`src/rtl/lfsr_sat_counter.sv`:
```
// Saturating up-counter with synchronous clear; clear wins over increment.
module lfsr_sat_counter #(
    parameter int unsigned W = 16
) (
    input  logic         clk,
    input  logic         rst,
    input  logic         inc,
    input  logic         clr,
    output logic [W-1:0] cnt
);

    logic [W-1:0] cnt_q;

    always_ff @(posedge clk or negedge rst) begin
        if (!rst) begin
            cnt_q <= '0;
        end else if (clr) begin
            cnt_q <= '0;
        end else if (inc && (cnt_q != '1)) begin
            cnt_q <= cnt_q + 1'b1;
        end
    end

    assign cnt = cnt_q;

endmodule

```
`config.mk`:
```
export PLATFORM = sky130hd
export DESIGN_NAME = lfsr_sat_counter
export DESIGN_NICKNAME = d
export VERILOG_FILES = /design/src/rtl/lfsr_sat_counter.sv
export SDC_FILE = /design/constraint.sdc
export NUM_CORES = 1
export LEC_CHECK = 0
export CAP_MARGIN = 10
export CORE_MARGIN = 5
export CORE_UTILIZATION = 30
export DETAILED_ROUTE_END_ITERATION = 10
export PLACE_DENSITY = 0.56
export SETUP_SLACK_MARGIN = 0.1
export SYNTH_ARGS = -nofsm -noshare
export SYNTH_HDL_FRONTEND = slang
export SYNTH_SLANG_ARGS = --single-unit
```
`constraint.sdc`:
```
create_clock -name clk -period 3.6 [get_ports clk]
set_clock_uncertainty 0.2 [all_clocks]
set_input_delay 0.72 -clock clk [delete_from_list [all_inputs] [get_ports clk]]
set_output_delay 0.72 -clock clk [all_outputs]
set_load 0.05 [all_outputs]
```
==> reports/qor.csv <==
metric;value;unit
clock.fmax;385.9;MHz
whs_endpoint;cnt[14];
slew_headroom;41.11;%
worst_pin_slew;0.8767;ns
place_congestion;0.7655;
power.switching;82.32;uW
areaGrowthSynthToFinish;27.09;%
grt_max_degree;23;
synth_xor_area_share;0;%
diodes;0;
vias;845;
netlist_area;942.2;sq um
nets;122;
pwr-share-clk;36.6;%
yosys_register_bits;16;
firstDrtPassIters;4;
ctsRootBufferMaster;clkbuf_4;
p_leak;0.0004586;uW
die_w;66.04;um
power.internal;251.3;uW
busiest_layer;met2;
grt_pass1_wl;3946;um
place_area;1161;sq um
cpMaxStageDelayCell;clkdlybuf4s50_1;
synth_nets;103;
cts-buffers-inserted;3;
finalPower;333.7;uW
final.period_utilization;71.98;%
path_buf_inv;1;
start_util;31.12;%
met2_usage;18.40;%
reg2reg_setup_slack;1.13;ns
first_iter_violations;22;
cp.arrival;1.67;ns
antenna_found_initial;0;
synth_cell_type_count;28;
yosys.area_share.adder;1.328;%
min_path_type;reg -> reg;
start_kind;flop;
grt_pass1_vias;854;
io_buffer_count;19;
row_count;20;
ctsLongestPathBuffers;2;
postLayoutCoreUtil;39.55;%
grt_usage;11.63;%
htreeDepth;1;
rsz0062_at_grt;false;
grt.met1_usage;14.70;%
cts_tree;built;
peakVddDrop;0.1818;mV
postRouteAntennaNets;0;
yosysSeqAreaShare;42.50;%
cp_cell_sequence;clkdlybuf4s50_1;
comb_power_share;8.4;%
fin_setup_tns;0;ns
ioPinCount;20;
post_cts_buffers;0;
power.share.sequential;55.0;%
drv_cap;0;
netlist_instances;98;
synth.avg_cell_area;9.614;sq um
outcome;completed;
clkSlewWorstSetupHoldPaths;0.10;ns
holdPathStages;2;
largest_reg_flops;16;
r2r_cells;5;
synthSimpleGateAreaFrac;31.21;%
crit_fanout;8;
synth.area.mux_share;4.781;%
drv_slew;0;
use_met3;4.422;%
route.detailed.drc;0;
reg2reg_from;cnt[0];
setup_viol;0;
worstPathRequired;2.68;ns
wl;2296;um
power_density;278.7;nW/um^2
cpLargestDelayFamily;buffers and inverters;
layout-drive-gt1-share;11.21;%
synth_compound_area_share;16.20;%
vias_per_cell;5.281;
path_class;reg -> out;
final_area;1197;sq um
slowest_delay;0.87;ns
period_needed;2.591;ns
hold_violations;0;
grt_overflow;0;
coreArea;3028;sq um
endpoint_kind;output pin;
cts-resized-gates;0;
die_area;4361;sq um
yosysWarnings;0;
clock-sinks;16;
synth_top_family_by_area;simple AND/OR/NAND/NOR gates;
clk_latency;0.29;ns
p_sw_share;24.67;%
hold_start;cnt[14];
wl_per_cell;14.35;um
path_depth;1;
dpl.hpwl;1602;um
r2r-end;cnt[11];
die_h;66.04;um
ctsHoldBuffers;0;
-- cell families after synthesis --
family,count (synthesis)
and+or+nand+nor,45
AOI/OAI and AO/OA,24
DFF,16
buffers and inverters,8
muxes,4
adders and majority gates,1
-- synthesized netlist by cell type (all sizes together) --
| cell | count | area, sq um |
|---|---|---|
| o21ai | 4 | 20.01 |
| nand3b | 1 | 7.510 |
| or3 | 3 | 20.02 |
| clkbuf | 4 | 15.01 |
| nand3 | 3 | 15.01 |
| and4 | 2 | 20.02 |
| nor2 | 4 | 15.01 |
| and3 | 2 | 12.51 |
| nor4 | 5 | 46.29 |
| o211ai | 1 | 12.51 |
| nand4 | 7 | 50.05 |
| mux2 | 4 | 45.04 |
| inv | 3 | 11.26 |
| or4 | 7 | 55.06 |
| buf | 1 | 11.26 |
| a21oi | 11 | 55.05 |
| dfrtp | 16 | 400.4 |
| nor3 | 1 | 5.000 |
| a211oi | 1 | 12.51 |
| ha | 1 | 12.51 |
| nor2b | 4 | 25.02 |
| o31ai | 7 | 52.55 |
| nand2 | 6 | 22.52 |
-- final cells by class --
class,count,area (sq um)
sequential,16,400.4
clock buffer,4,36.28
timing repair buffer,19,190.2
inverter,3,11.26
tap,44,55.05
fill,323,1831
multi-input combinational,74,504.2
-- power groups by stage --
stage	clock network, uW	registers [uW]	logic [uW]
6_report	122	183	28.0
5_1_grt	137	184	31.5
4_1_cts	128	183	28.7
3_5_place_dp	0	187	28.5
3_3_place_gp	0	187	27.7
2_1_floorplan	0	192	10.1
-- routing by layer --
layer	share of wire [%]	wire length, um
met4	0.61	14
met2	46	1047
met1	48	1097
met3	6.0	137
met5	0	0
-- metrics by stage --
step,worst slack [ns],instances,hold WS (ns)
CTS,1.010,160,0.4098
global placement,0.9695,156,0.3815
global route,0.9142,160,0.4549
detailed placement,0.8885,156,0.3937
finish,1.009,160,0.4080
floorplan,1.284,98,0.2244
-- cells in the final DEF, fill, tap and decap left out, types with 2 or more instances in the layout --
cell | netlist | routed
or4_2 | 2 | 2
nand2_1 | 6 | 6
nand4_1 | 6 | 6
nor4_1 | 4 | 4
nand3_1 | 3 | 3
o21ai_1 | 3 | 3
clkdlybuf4s50_1 | 0 | 19
nor2_1 | 4 | 4
inv_1 | 3 | 3
and4_2 | 2 | 2
a21oi_1 | 11 | 11
or4_1 | 5 | 5
o31ai_1 | 7 | 7
mux2_1 | 4 | 4
and3_1 | 2 | 2
or3_1 | 2 | 2
dfrtp_1 | 16 | 16
nor2b_1 | 4 | 4
clkbuf_4 | 0 | 3
-- worst max-delay path by stage --
stage | from | end | slack (ns)
final | cnt[2] | cnt[2] | 1.01
after CTS | cnt[2] | cnt[2] | 1.01
after detailed placement | inc | cnt[3] | 0.89
after floorplan | cnt[0] | cnt[15] | 1.28
after global placement | inc | cnt[3] | 0.97
after global routing | cnt[0] | cnt[11] | 0.91
Power figures use the tool's default switching activity.
